$ cat config.mk
export PLATFORM = sky130hd
export DESIGN_NAME = router_muxn_rr
export DESIGN_NICKNAME = d
export VERILOG_FILES = /design/src/rtl/router_muxn_rr.sv
export SDC_FILE = /design/constraint.sdc
export NUM_CORES = 1
export LEC_CHECK = 0
export ABC_AREA = 0
export BUFFER_PORTS_ARGS = -buffer_cell sky130_fd_sc_hd__buf_2
export CORE_AREA = 2 2 150 152
export DETAILED_ROUTE_END_ITERATION = 10
export DIE_AREA = 0 0 152 154
export PLACE_DENSITY = 0.62
export SLEW_MARGIN = 20
export SYNTH_ARGS = -nofsm -noshare
export SYNTH_HDL_FRONTEND = slang
export SYNTH_SLANG_ARGS = --single-unit
$ cat constraint.sdc
create_clock -name CLK -period 8 [get_ports CLK]
set_input_delay 2 -clock CLK [delete_from_list [all_inputs] [get_ports CLK]]
set_output_delay 2 -clock CLK [all_outputs]
set_load 0.05 [all_outputs]
$ cat src/rtl/router_muxn_rr.sv
// router_muxn_rr: round-robin N:1 packet multiplexer feeding the output port for destination PORTNO
module router_muxn_rr #(
  parameter int NPORTS = 4,
  parameter int PORTNO = 1,
  parameter int DW = 64,
  parameter int DESTW = 8
) (
  input  logic                         CLK,
  input  logic                         RST,
  input  logic [NPORTS-1:0][DW-1:0]    D,
  input  logic [NPORTS-1:0][DESTW-1:0] DEST,
  input  logic [NPORTS-1:0]            DEST_VALID,
  input  logic [NPORTS-1:0]            D_HDR_VALID,
  input  logic [NPORTS-1:0]            D_PLD_VALID,
  input  logic [NPORTS-1:0]            D_SOF,
  input  logic [NPORTS-1:0]            D_EOF,
  input  logic                         Q_BP,
  output logic [NPORTS-1:0]            D_BP,
  output logic [DW-1:0]                Q,
  output logic                         Q_HDR_VALID,
  output logic                         Q_PLD_VALID,
  output logic                         Q_SOF,
  output logic                         Q_EOF,
  output logic [NPORTS-1:0]            GRANT,
  output logic                         COLLISION
);
  localparam int PW = $clog2(NPORTS);
  typedef enum logic {IDLE, LOCK} state_t;
  state_t state_q, state_d;
  logic [PW-1:0] ptr_q, ptr_d, own_q, own_d, win, sel;
  logic [NPORTS-1:0] grant_q, grant_d, req, sel_oh;
  logic [DW-1:0] q_q, q_d;
  logic [3:0] flg_q, flg_d;
  logic col_q, col_d, found, lock, abort, accept;
  int idx;
  always_comb begin
    req = '0;
    for (int i = 0; i < NPORTS; i++) req[i] = DEST_VALID[i] && DEST[i] == DESTW'(PORTNO);
  end
  // Search starts just after the last winner so a loser is always ahead of it next time.
  always_comb begin
    win = ptr_q;
    found = 1'b0;
    idx = 0;
    for (int k = 1; k <= NPORTS; k++) begin
      idx = int'(ptr_q) + k;
      if (idx >= NPORTS) idx = idx - NPORTS;
      if (!found && req[idx]) begin
        win = PW'(idx);
        found = 1'b1;
      end
    end
  end
  always_comb begin
    lock = state_q == LOCK;
    sel = lock ? own_q : win;
    sel_oh = NPORTS'(1) << sel;
    abort = lock && !req[own_q];
    accept = !Q_BP && (lock ? req[own_q] : found);
    D_BP = RST ? '0 : req & ~(sel_oh & {NPORTS{accept}});
    state_d = state_q;
    ptr_d = ptr_q;
    own_d = own_q;
    grant_d = grant_q;
    q_d = accept ? D[sel] : q_q;
    flg_d = accept ? {D_SOF[sel], D_HDR_VALID[sel], D_PLD_VALID[sel], D_EOF[sel]} : (Q_BP && !abort) ? flg_q : 4'b0;
    col_d = !lock && accept && $countones(req) > 1;
    if (!lock) begin
      grant_d = accept ? sel_oh : '0;
      if (accept) begin
        ptr_d = win;
        own_d = win;
        state_d = D_EOF[win] ? IDLE : LOCK;
      end
    end else if (abort || (accept && D_EOF[own_q])) begin
      state_d = IDLE;
      grant_d = '0;
    end
  end
  always_ff @(posedge CLK) begin
    if (RST) begin
      state_q <= IDLE;
      ptr_q <= PW'(NPORTS - 1);
      own_q <= '0;
      grant_q <= '0;
      q_q <= '0;
      flg_q <= '0;
      col_q <= 1'b0;
    end else begin
      state_q <= state_d;
      ptr_q <= ptr_d;
      own_q <= own_d;
      grant_q <= grant_d;
      q_q <= q_d;
      flg_q <= flg_d;
      col_q <= col_d;
    end
  end
  assign GRANT = grant_q;
  assign Q = q_q;
  assign {Q_SOF, Q_HDR_VALID, Q_PLD_VALID, Q_EOF} = flg_q;
  assign COLLISION = col_q;
endmodule
# Yosys cells after proc, flatten, opt, wreduce, memory -nomap -nowiden
# Index checks and enable logic that the tools add are counted.
# classes
n_addsub,11
magnitude_cmp,12
eq_ne,6
shifts,1
muxes,52
n_bitwise,4
reduce_logical,22
# ops
op,count
$bmux W64 S2,1
$lt A32 B4 Y1 const B,4
$mux W32,4
$mux W64,1
$eq A8 B1 Y1 const B,4
$mux W1,24
$mux W4,6
$bmux W1 S2,11
$logic_and A1 B1 Y1,13
$sub A3 B3 Y4 const B,3
$mux W2,5
$ge A3 B3 Y1 const B,3
$lt A2 B3 Y1 const B,3
$and A4 B4 Y4,2
$logic_not A1 Y1,7
$add A2 B2 Y3 const B,2
$sub A4 B3 Y5 const B,1
$add A1 B1 Y2,2
$add A2 B3 Y4 const B,1
$ge A4 B3 Y1 const B,1
$not A4 Y4,1
$shl A1 B2 Y4 const A,1
$add A2 B1 Y3 const B,1
$add A2 B2 Y3,1
other kinds (6),6
# totals
register_bits,78
in_bits,311
output_inout_bits,77
elab_cells,115

# Longest topological paths before layout
# Gate-level depths: netlist of run 1.
# logic_depth
ltp_word,22
ltp_mapped,10
ltp_nobuf,8

# Worst setup path before layout of run 1
# Ideal clock, no wire load.
# synth_timing
kind,input -> output
from,in DEST[18] in the netlist's numbering
to,out D_BP[1]
arrival_time_ps,4835
required_time_ps,6000
slack_ps,1165
path_stages,9
n_path_buf,3
path_cell_list,nor4_1 -> and4b_1 -> buf_2 -> o32ai_1 -> o41ai_4 -> buf_2 -> buf_2 -> inv_1 -> a211oi_1
# synth_between
elab_chain_cells,21
elab_cells_between_ends,38
cone_classes,eq/ne: 1; shift: 1; mux: 25; bitwise: 3; reduce/logical: 8
# synth_rtl
element,line,rtl
start: declaration,11,"input logic [NPORTS-1:0][DESTW-1:0] DEST,"
$eq A8 B1 Y1 (*),38,for (int i = 0; i < NPORTS; i++) req[i] = DEST_VALID[i] && DEST[i] == DESTW'(PORTNO);
$logic_and A1 B1 Y1 (*),38,
$bmux W1 S2,48,if (!found && req[idx]) begin
$mux W1 (not written as such) (2 in series),48,
$mux W1,48,
$logic_not A1 Y1,48,
$logic_and A1 B1 Y1,48,
$mux W1,48,
(+4 left out),-,
$logic_and A1 B1 Y1,48,
$mux W2 or $mux W1 (tied branches),48,
$mux W2 or $mux W1 (tied branches),"56, 59",
$shl A1 B2 Y4 or $logic_and A1 B1 Y1 (tied branches),"57, 59",
$and A4 B4 Y4 (*),60,D_BP = RST ? '0 : req & ~(sel_oh & {NPORTS{accept}});
$not A4 Y4 (*),60,
$and A4 B4 Y4 (*),60,
$mux W4 (*),60,
end: declaration,18,"output logic [NPORTS-1:0] D_BP,"
# Every way passes the cells marked *; elsewhere a longest branch is shown, timed or not. The select of a mux whose other input is x is not followed.

# Final worst setup path of run 1
# layout_timing
from,in DEST[26] in the netlist's numbering
to,out D_BP[3]
# layout_between
elab_chain_cells,21
elab_cells_between_ends,38
cone_classes,eq/ne: 1; shift: 1; mux: 25; bitwise: 3; reduce/logical: 8
# layout_rtl
element,line
$eq A8 B1 Y1 (*),38
$logic_and A1 B1 Y1 (*),38
$bmux W1 S2,48
$mux W1 (not written as such) (2 in series),48
$mux W1,48
$logic_not A1 Y1,48
$logic_and A1 B1 Y1,48
$mux W1,48
(+4 left out),-
$logic_and A1 B1 Y1,48
$mux W2 or $mux W1 (tied branches),48
$mux W2 or $mux W1 (tied branches),"56, 59"
$shl A1 B2 Y4 or $logic_and A1 B1 Y1 (tied branches),"57, 59"
$and A4 B4 Y4,60
$not A4 Y4,60
$and A4 B4 Y4 (*),60
$mux W4 (*),60
# Marked as above.

==> metrics.txt, run 1 <==
# TYPE chip_impl_metric gauge
chip_impl_info{name="status",value="finished clean"} 1
chip_impl_metric{name="ctsHtreeMaxLevel",unit=""} 3
chip_impl_metric{name="ctsHoldBuffers",unit=""} 0
chip_impl_metric{name="drtPass1Iterations",unit=""} 4
chip_impl_metric{name="finish.utilization",unit=""} 0.341
chip_impl_info{name="grt_busiest_layer",value="met2"} 1
chip_impl_metric{name="groute.layer.met2.usage",unit=""} 0.263
chip_impl_metric{name="grt_max_degree",unit=""} 69
chip_impl_metric{name="ys_warn_count",unit=""} 0
chip_impl_metric{name="net-switching-power",unit="µW"} 222
chip_impl_metric{name="worst_vdd_drop",unit="mV"} 0.0814
chip_impl_metric{name="p_clk_frac",unit=""} 0.456
chip_impl_metric{name="number_of_antenna_violations_at_the_first_check_in_global_routing",unit=""} 0
chip_impl_info{name="ctsRootBufferMaster",value="sky130_fd_sc_hd__clkbuf_16"} 1
chip_impl_metric{name="post-cts-setup-buffers",unit=""} 0
chip_impl_metric{name="final_min_period_over_clock_period",unit=""} 0.826
chip_impl_metric{name="dpl.hpwl",unit="mm"} 14.1
chip_impl_metric{name="cts.repair.resized",unit=""} 0
chip_impl_metric{name="synth-edff-count",unit=""} 0
chip_impl_metric{name="met1_usage",unit=""} 0.168
chip_impl_metric{name="synth.cell_area",unit="mm²"} 0.00496
chip_impl_info{name="critical_path.top_delay_family",value="simple AND/OR/NAND/NOR gates"} 1
chip_impl_metric{name="final_total_power",unit="µW"} 968
chip_impl_metric{name="cellInternalPower",unit="µW"} 746
chip_impl_metric{name="number_of_diodes",unit=""} 0
chip_impl_metric{name="globalRouteOverflowTotal",unit=""} 0
chip_impl_metric{name="register_area",unit="mm²"} 0.00156
chip_impl_metric{name="grt.total_usage",unit=""} 0.146
chip_impl_metric{name="area_growth_syn_to_layout",unit="%"} 49.0
chip_impl_metric{name="gp_congestion",unit=""} 0.811
chip_impl_metric{name="cp_num_buf_inv",unit=""} 3
chip_impl_metric{name="comb_power_share",unit=""} 0.141
chip_impl_metric{name="fp.coreArea",unit="mm²"} 0.0217
chip_impl_metric{name="start_util",unit=""} 0.229
chip_impl_metric{name="layout-drive-gt1-share",unit=""} 0.533
chip_impl_metric{name="first_global_vias",unit=""} 5579
chip_impl_info{name="synthFlopType",value="sky130_fd_sc_hd__dfxtp_1"} 1
chip_impl_metric{name="slew_viol_final",unit=""} 0
chip_impl_metric{name="io-pin-count",unit=""} 388
chip_impl_metric{name="totalNegativeSetupSlack",unit="ns"} 0
chip_impl_metric{name="first_iter_violations",unit=""} 235
chip_impl_metric{name="post-route-min-period",unit="ns"} 6.61
chip_impl_metric{name="chipHeight",unit="µm"} 154
chip_impl_metric{name="placementRows",unit=""} 54
chip_impl_metric{name="synth-seq-cells",unit=""} 78
chip_impl_metric{name="synth_nets",unit=""} 866
chip_impl_metric{name="p_leak",unit="µW"} 0.00325
chip_impl_metric{name="clk-insertion-delay-late",unit="ns"} 0.34
chip_impl_metric{name="multi_input_comb_area",unit="mm²"} 0.00315
chip_impl_metric{name="grt_first_pass_wirelength",unit="mm"} 27.9
chip_impl_metric{name="hold_violations",unit=""} 0
chip_impl_metric{name="post_drt_via_cell_ratio",unit=""} 4.66
chip_impl_metric{name="seq_pwr_share",unit=""} 0.403
chip_impl_metric{name="drv_cap",unit=""} 0
chip_impl_metric{name="worst_slew_pin_slew",unit="ns"} 0.953
chip_impl_metric{name="crit_path_max_incr_delay",unit="ns"} 0.57
chip_impl_metric{name="worst-path-max-fanout",unit=""} 33
chip_impl_metric{name="setup_viol",unit=""} 0
chip_impl_metric{name="pwr_dens",unit="mW/mm²"} 131
chip_impl_info{name="path_cells",value="buf_2 > nor4_1 > and3_1 > nor4_1 > a21oi_1 > o21a_2 > buf_4 > a21oi_1 > buf_2"} 1
chip_impl_metric{name="die-width",unit="µm"} 152
chip_impl_metric{name="required",unit="ns"} 6.00
chip_impl_info{name="start_kind",value="input pin"} 1
chip_impl_metric{name="num-fill-cells",unit=""} 2281
chip_impl_metric{name="synthesis.instances",unit=""} 554
chip_impl_info{name="hold_path.class",value="flop to flop"} 1
chip_impl_info{name="cp-end-kind",value="primary output"} 1
chip_impl_metric{name="synthArstFlopShare",unit=""} 0
chip_impl_metric{name="route.vias.total",unit=""} 5561
chip_impl_metric{name="finish.net_count",unit=""} 1223
chip_impl_metric{name="wirelength",unit="mm"} 17.7
chip_impl_info{name="crit_path_slowest_cell",value="sky130_fd_sc_hd__a21oi_1"} 1
chip_impl_info{name="setup.worst_path.class",value="input pin to primary output"} 1
chip_impl_metric{name="full_die_area",unit="mm²"} 0.0234
chip_impl_metric{name="ctsLongestPathBuffers",unit=""} 2
chip_impl_metric{name="cts_buffers",unit=""} 9
chip_impl_metric{name="seq_area_frac_synth",unit=""} 0.315
chip_impl_metric{name="antenna_left",unit=""} 0
chip_impl_metric{name="wire_per_inst",unit="µm"} 14.9
chip_impl_metric{name="clk_transition_reported_paths",unit="ns"} 0.06
chip_impl_metric{name="finClkSkew",unit="ns"} 0.00805
chip_impl_metric{name="mean_post_synth_cell_area",unit="µm²"} 8.95
chip_impl_metric{name="placement.io_buffers",unit=""} 387
chip_impl_metric{name="crit_arrival",unit="ns"} 4.61
chip_impl_metric{name="yosysUniqueCellTypes",unit=""} 43
chip_impl_metric{name="timing.slew.headroom",unit=""} 0.365
chip_impl_info{name="rsz0062_at_grt",value="false"} 1
chip_impl_metric{name="remaining_drc_errors",unit=""} 0
chip_impl_info{name="tritoncts",value="done"} 1
chip_impl_metric{name="fmaxAchievable",unit="MHz"} 151
chip_impl_metric{name="power.switching_fraction",unit=""} 0.229
chip_impl_metric{name="cts.sink_count",unit=""} 78
chip_impl_metric{name="gr-usage-met3",unit=""} 0.0335
[state kept, by name, indices dropped and copies added, names as in the netlist]
signal and cells:
flg_q 4, Q 64, GRANT 4, own_q 2, ptr_q 2, COLLISION 1
lock 1
[cell type report]
class,count,share of cell area
Clock buffer,10,0.0323
Sequential cell,78,0.211
Clock inverter,4,0.00982
Tap cell,280,0.0474
Timing Repair Buffer,394,0.269
Inverter,8,0.00406
Multi-Input combinational cell,420,0.426
[layer usage]
metal	wire, µm	vias to the layer above
met1	6950	2508
met3	1390	20
li1	-	2771
met4	321	0
met2	9070	262
met5	0	-
[cell usage in the layout (no fill, tap or decap), types with 2 or more instances in the layout]
cell type                   instances
sky130_fd_sc_hd__buf_2            387
sky130_fd_sc_hd__dfxtp_1           78
sky130_fd_sc_hd__nand2_1           76
sky130_fd_sc_hd__mux2i_1           72
sky130_fd_sc_hd__mux2_2            70
sky130_fd_sc_hd__nand3_1           69
sky130_fd_sc_hd__o211ai_1          69
sky130_fd_sc_hd__clkbuf_16          9
sky130_fd_sc_hd__buf_4              7
sky130_fd_sc_hd__inv_1              6
sky130_fd_sc_hd__nor2_1             6
sky130_fd_sc_hd__a21oi_1            6
sky130_fd_sc_hd__nor4_1             5
sky130_fd_sc_hd__nor3_1             5
sky130_fd_sc_hd__nor3b_1            4
sky130_fd_sc_hd__o21ai_0            4
sky130_fd_sc_hd__a211oi_1           3
sky130_fd_sc_hd__a21o_1             3
sky130_fd_sc_hd__inv_2              2
sky130_fd_sc_hd__nor2b_1            2
sky130_fd_sc_hd__nand4_1            2
sky130_fd_sc_hd__and3_1             2
sky130_fd_sc_hd__a32o_1             2
sky130_fd_sc_hd__bufinv_16          2
[cell usage after synthesis, drive strengths merged (6+ instances only)]
cell / count / area (µm²)
nor2: 6 / 22.5
o211ai: 69 / 518
inv: 8 / 30.0
a21oi: 7 / 35.0
nand2: 76 / 285
nand3: 70 / 350
buf: 17 / 130
mux2i: 72 / 721
dfxtp: 78 / 1560
clkbuf: 31 / 116
mux2: 70 / 788
[per-stage QoR]
| step | area (µm²) | instances | setup WS [ns] | hold WS, ns |
|---|---|---|---|---|
| after global routing | 7390 | 1194 | 1.19 | 0.493 |
| final | 7390 | 1194 | 1.39 | 0.458 |
| after global placement | 7080 | 1180 | 1.53 | 0.430 |
| after CTS | 7390 | 1194 | 1.40 | 0.453 |
| after floorplan | 4960 | 554 | 1.16 | 0.497 |
| after detailed placement | 7080 | 1180 | 1.40 | 0.432 |
[cell families (layout without fill, tap and decap cells)]
logic type      Yosys count  in the layout  synth area share
compound gates           97             97             0.148
simple gates            179            179             0.168
flops                    78             78             0.315
buf+inv                  56            416            0.0558
mux                     143            143             0.309
fa+ha+maj                 1              1           0.00404
[power by group through the flow]
stage	combinational (µW)	clock, µW	sequential, µW
after floorplan	45.6	0	403
after global placement	135	0	399
after detailed placement	136	0	399
after CTS	137	461	390
after global routing	150	474	390
final	136	441	390
[final timing paths]
check	from	endpoint	slack, ns	cells after the start
worst max-delay path	DEST[26]	D_BP[3]	1.39	9
worst min-delay path	GRANT[1]$_SDFFE_PP0P_	GRANT[1]$_SDFFE_PP0P_	0.46	2
worst max register to register	ptr_q[1]$_SDFFE_PP1P_	Q[8]$_SDFFE_PP0P_	4.99	8
worst min register to register	GRANT[1]$_SDFFE_PP0P_	GRANT[1]$_SDFFE_PP0P_	0.46	2
[worst reg2reg max path, stage by stage (launching register included)]
cell                       delay (ns)
sky130_fd_sc_hd__dfxtp_1         0.35
sky130_fd_sc_hd__inv_1           0.13
sky130_fd_sc_hd__nand4_1         0.10
sky130_fd_sc_hd__o32ai_1         0.13
sky130_fd_sc_hd__o41ai_4         0.33
sky130_fd_sc_hd__buf_4           0.28
sky130_fd_sc_hd__buf_4           0.72
sky130_fd_sc_hd__mux2i_1         0.69
sky130_fd_sc_hd__o211ai_1        0.13
(Power assumes the default switching activity.)
==> run 2, diff against run 1 <==
Settings changed: ABC_AREA 0 to 1, CORE_AREA 2 2 150 152 to 2 2 149 151, DIE_AREA 0 0 152 154 to 0 0 151 153, PLACE_DENSITY 0.62 to 0.69.
Clock period 8 ns to 5.8 ns, I/O delays scaled along.
==> metrics.txt, run 2 <==
# TYPE chip_impl_metric gauge
chip_impl_metric{name="timing.slew.headroom",unit=""} 0.403
chip_impl_metric{name="synthesis.instances",unit=""} 1021
chip_impl_metric{name="worst_slew_pin_slew",unit="ns"} 0.895
chip_impl_metric{name="synth.cell_area",unit="mm²"} 0.00576
chip_impl_metric{name="fmaxAchievable",unit="MHz"} 210
chip_impl_metric{name="drtPass1Iterations",unit=""} 5
chip_impl_metric{name="synth-seq-cells",unit=""} 78
chip_impl_metric{name="grt.total_usage",unit=""} 0.180
chip_impl_metric{name="ctsHoldBuffers",unit=""} 0
chip_impl_metric{name="worst-path-max-fanout",unit=""} 4
chip_impl_metric{name="cts_buffers",unit=""} 9
chip_impl_metric{name="post-cts-setup-buffers",unit=""} 0
chip_impl_metric{name="io-pin-count",unit=""} 388
chip_impl_metric{name="setup_viol",unit=""} 0
chip_impl_metric{name="pwr_dens",unit="mW/mm²"} 557
chip_impl_metric{name="r2r_cells",unit=""} 14
chip_impl_metric{name="remaining_drc_errors",unit=""} 0
chip_impl_metric{name="totalNegativeSetupSlack",unit="ns"} 0
chip_impl_metric{name="grt_max_degree",unit=""} 90
chip_impl_metric{name="clk-insertion-delay-late",unit="ns"} 0.33
chip_impl_info{name="rsz0062_at_grt",value="false"} 1
chip_impl_metric{name="yosysUniqueCellTypes",unit=""} 25
chip_impl_metric{name="placement.io_buffers",unit=""} 387
chip_impl_metric{name="gp_congestion",unit=""} 0.888
chip_impl_metric{name="worst_vdd_drop",unit="mV"} 0.367
chip_impl_metric{name="wire_per_inst",unit="µm"} 13.4
chip_impl_metric{name="crit_arrival",unit="ns"} 3.32
chip_impl_metric{name="placementRows",unit=""} 54
chip_impl_info{name="synthFlopType",value="sky130_fd_sc_hd__dfxtp_1"} 1
chip_impl_metric{name="required",unit="ns"} 4.35
chip_impl_metric{name="synth-edff-count",unit=""} 0
chip_impl_metric{name="dp_worst_setup_slack",unit="ns"} 1.05
chip_impl_metric{name="post-route-min-period",unit="ns"} 4.77
chip_impl_info{name="synth_largest_area_cell",value="sky130_fd_sc_hd__nand2_1"} 1
chip_impl_info{name="hold_path.class",value="flop to flop"} 1
chip_impl_info{name="post_synth_main_area_contributors",value="sky130_fd_sc_hd__nand2_1 (31%), sky130_fd_sc_hd__dfxtp_1 (27%), sky130_fd_sc_hd__nand3_1 (12%), sky130_fd_sc_hd__a21oi_1 (5.2%), sky130_fd_sc_hd__o21ai_0 (4.7%)"} 1
chip_impl_info{name="critical_path.top_delay_family",value="simple AND/OR/NAND/NOR gates"} 1
chip_impl_metric{name="final_min_period_over_clock_period",unit=""} 0.822
chip_impl_metric{name="area_growth_syn_to_layout",unit="%"} 40.1
chip_impl_info{name="layout_common_cells",value="sky130_fd_sc_hd__nand2_1 (471), sky130_fd_sc_hd__buf_2 (387), sky130_fd_sc_hd__nand3_1 (143), sky130_fd_sc_hd__dfxtp_1 (78), sky130_fd_sc_hd__a21oi_1 (60)"} 1
chip_impl_info{name="path_cells",value="buf_2 > inv_1 > nand2_1 > nor2_1 > nand2_1 > nand2_1 > nand2_1 > nand2_1 > nand2_1 > nand3_1 > nand2_1 > nand2_1 > nand2_1 > nand2_2 > nand2_1 > o211ai_1 > inv_1 > buf_2"} 1
chip_impl_metric{name="layout-drive-gt1-share",unit=""} 0.317
chip_impl_metric{name="fin_ws",unit="ns"} 1.03
chip_impl_metric{name="full_die_area",unit="mm²"} 0.0231
chip_impl_metric{name="antenna_left",unit=""} 0
chip_impl_metric{name="cp_num_buf_inv",unit=""} 4
chip_impl_info{name="status",value="finished clean"} 1
chip_impl_metric{name="hold_violations",unit=""} 0
chip_impl_metric{name="dpl.hpwl",unit="mm"} 17.0
chip_impl_metric{name="chipHeight",unit="µm"} 153
chip_impl_metric{name="cts.sink_count",unit=""} 78
chip_impl_metric{name="post-synth-top-area-fraction",unit=""} 0.308
chip_impl_metric{name="wirelength",unit="mm"} 22.1
chip_impl_metric{name="setup.reg_to_reg.worst_slack",unit="ns"} 2.30
chip_impl_info{name="r2r_end",value="GRANT[1]$_SDFFE_PP0P_"} 1
chip_impl_metric{name="p_leak",unit="µW"} 0.00462
chip_impl_metric{name="drv_cap",unit=""} 0
chip_impl_info{name="crit_path_slowest_cell",value="sky130_fd_sc_hd__nor2_1"} 1
chip_impl_metric{name="timing.critical_path.depth",unit=""} 18
chip_impl_metric{name="number_of_antenna_violations_at_the_first_check_in_global_routing",unit=""} 1
chip_impl_metric{name="ctsLongestPathBuffers",unit=""} 2
chip_impl_metric{name="synthArstFlopShare",unit=""} 0
chip_impl_metric{name="cts.repair.resized",unit=""} 0
chip_impl_metric{name="fp.coreArea",unit="mm²"} 0.0215
chip_impl_metric{name="globalRouteOverflowTotal",unit=""} 0
chip_impl_info{name="start_kind",value="input pin"} 1
chip_impl_metric{name="finish.net_count",unit=""} 1673
chip_impl_metric{name="crit_path_max_incr_delay",unit="ns"} 0.22
chip_impl_metric{name="clk_transition_reported_paths",unit="ns"} 0.05
chip_impl_metric{name="ctsHtreeMaxLevel",unit=""} 3
chip_impl_info{name="setup.worst_path.class",value="input pin to primary output"} 1
chip_impl_info{name="endpoint",value="D_BP[0]"} 1
chip_impl_metric{name="start_util",unit=""} 0.268
chip_impl_metric{name="route.vias.total",unit=""} 7625
chip_impl_info{name="crit_start",value="DEST[22]"} 1
chip_impl_info{name="tritoncts",value="done"} 1
chip_impl_metric{name="seq_area_frac_synth",unit=""} 0.271
chip_impl_metric{name="mean_post_synth_cell_area",unit="µm²"} 5.64
chip_impl_metric{name="largest_register_ffs",unit=""} 64
chip_impl_metric{name="slew_viol_final",unit=""} 0
chip_impl_metric{name="first_iter_violations",unit=""} 393
chip_impl_metric{name="post_drt_via_cell_ratio",unit=""} 4.63
chip_impl_metric{name="die-width",unit="µm"} 151
chip_impl_info{name="ctsRootBufferMaster",value="sky130_fd_sc_hd__clkbuf_16"} 1
chip_impl_metric{name="fin_hold_ws",unit="ns"} 0.462
chip_impl_info{name="final_common_cell",value="sky130_fd_sc_hd__nand2_1"} 1
chip_impl_info{name="start_of_the_worst_register_to_register_path",value="ptr_q[0]$_SDFFE_PP1P_"} 1
chip_impl_metric{name="grt_first_pass_wirelength",unit="mm"} 33.3
chip_impl_info{name="ys_top_cells_by_count",value="sky130_fd_sc_hd__nand2_1 (472), sky130_fd_sc_hd__nand3_1 (143), sky130_fd_sc_hd__dfxtp_1 (78)"} 1
chip_impl_metric{name="ys_warn_count",unit=""} 0
chip_impl_info{name="synth.most_common_cell",value="sky130_fd_sc_hd__nand2_1"} 1
chip_impl_metric{name="finClkSkew",unit="ns"} 0.00762
chip_impl_metric{name="first_global_vias",unit=""} 6845
chip_impl_info{name="worst_path_most_repeated_cell",value="sky130_fd_sc_hd__nand2_1"} 1
chip_impl_info{name="cp-end-kind",value="primary output"} 1
chip_impl_metric{name="synth_nets",unit=""} 1333
[run 2: power by group]
group          total, µW  internal (µW)  switching [µW]
logic               3040            855            2180
clock network        695            471             224
registers            764            680            84.7
total               4500           2010            2490
[run 2: stage by stage]
step / utilization / cell area, µm² / power (µW) / std cells
3_3_place_gp: 0.358 / 7700 / 3790 / 1630
5_1_grt: 0.375 / 8060 / 4910 / 1644
6_report: 0.375 / 8070 / 4500 / 1646
3_5_place_dp: 0.358 / 7700 / 3820 / 1630
2_1_floorplan: - / 5760 / 3270 / 1021
4_1_cts: 0.375 / 8060 / 4540 / 1644
[run 2: cells by family after synthesis]
kind of cell,count (synthesis),share of synthesized area
simple gates,691,0.496
compound gates,129,0.116
buf+inv,121,0.110
flops,78,0.271
xor+xnor,1,0.00283
fa+ha+maj,1,0.00348
[run 2: worst min path at each step]
stage | slack (ns) | cells after the start | end | from
3_5_place_dp | 0.46 | 2 | flg_q[2]$_SDFFE_PP0P_ | flg_q[2]$_SDFFE_PP0P_
4_1_cts | 0.46 | 2 | flg_q[2]$_SDFFE_PP0P_ | flg_q[2]$_SDFFE_PP0P_
3_3_place_gp | 0.45 | 2 | flg_q[3]$_SDFFE_PP0P_ | flg_q[3]$_SDFFE_PP0P_
5_1_grt | 0.49 | 2 | flg_q[2]$_SDFFE_PP0P_ | flg_q[2]$_SDFFE_PP0P_
6_report | 0.46 | 2 | flg_q[2]$_SDFFE_PP0P_ | flg_q[2]$_SDFFE_PP0P_
2_1_floorplan | 0.48 | 2 | own_q[1]$_SDFFE_PP0P_ | own_q[1]$_SDFFE_PP0P_
[run 2: cell type report]
cell class	count	area [µm²]
Inverter	53	199
Tap cell	280	350
Sequential cell	78	1560
Fill cell	2411	13400
Antenna cell	2	5.00
Clock inverter	4	120
Timing Repair Buffer	397	2010
Multi-Input combinational cell	822	3580
Clock buffer	10	239
[run 2: worst min-delay path: cells and delay by family, from the launching register on]
family | cells | cell delay [ns]
AOI/OAI and AO/OA | 1 | 0.05
and+or+nand+nor | 1 | 0.06
DFF | 1 | 0.30
[run 2: routing by layer]
layer  GRT usage  up-vias  wire [µm]
met5           0        -          0
met4      0.0409        0        282
met3      0.0382       25       1840
met2       0.337      330      11100
met1       0.206     3325       8870
li1            -     3945          -
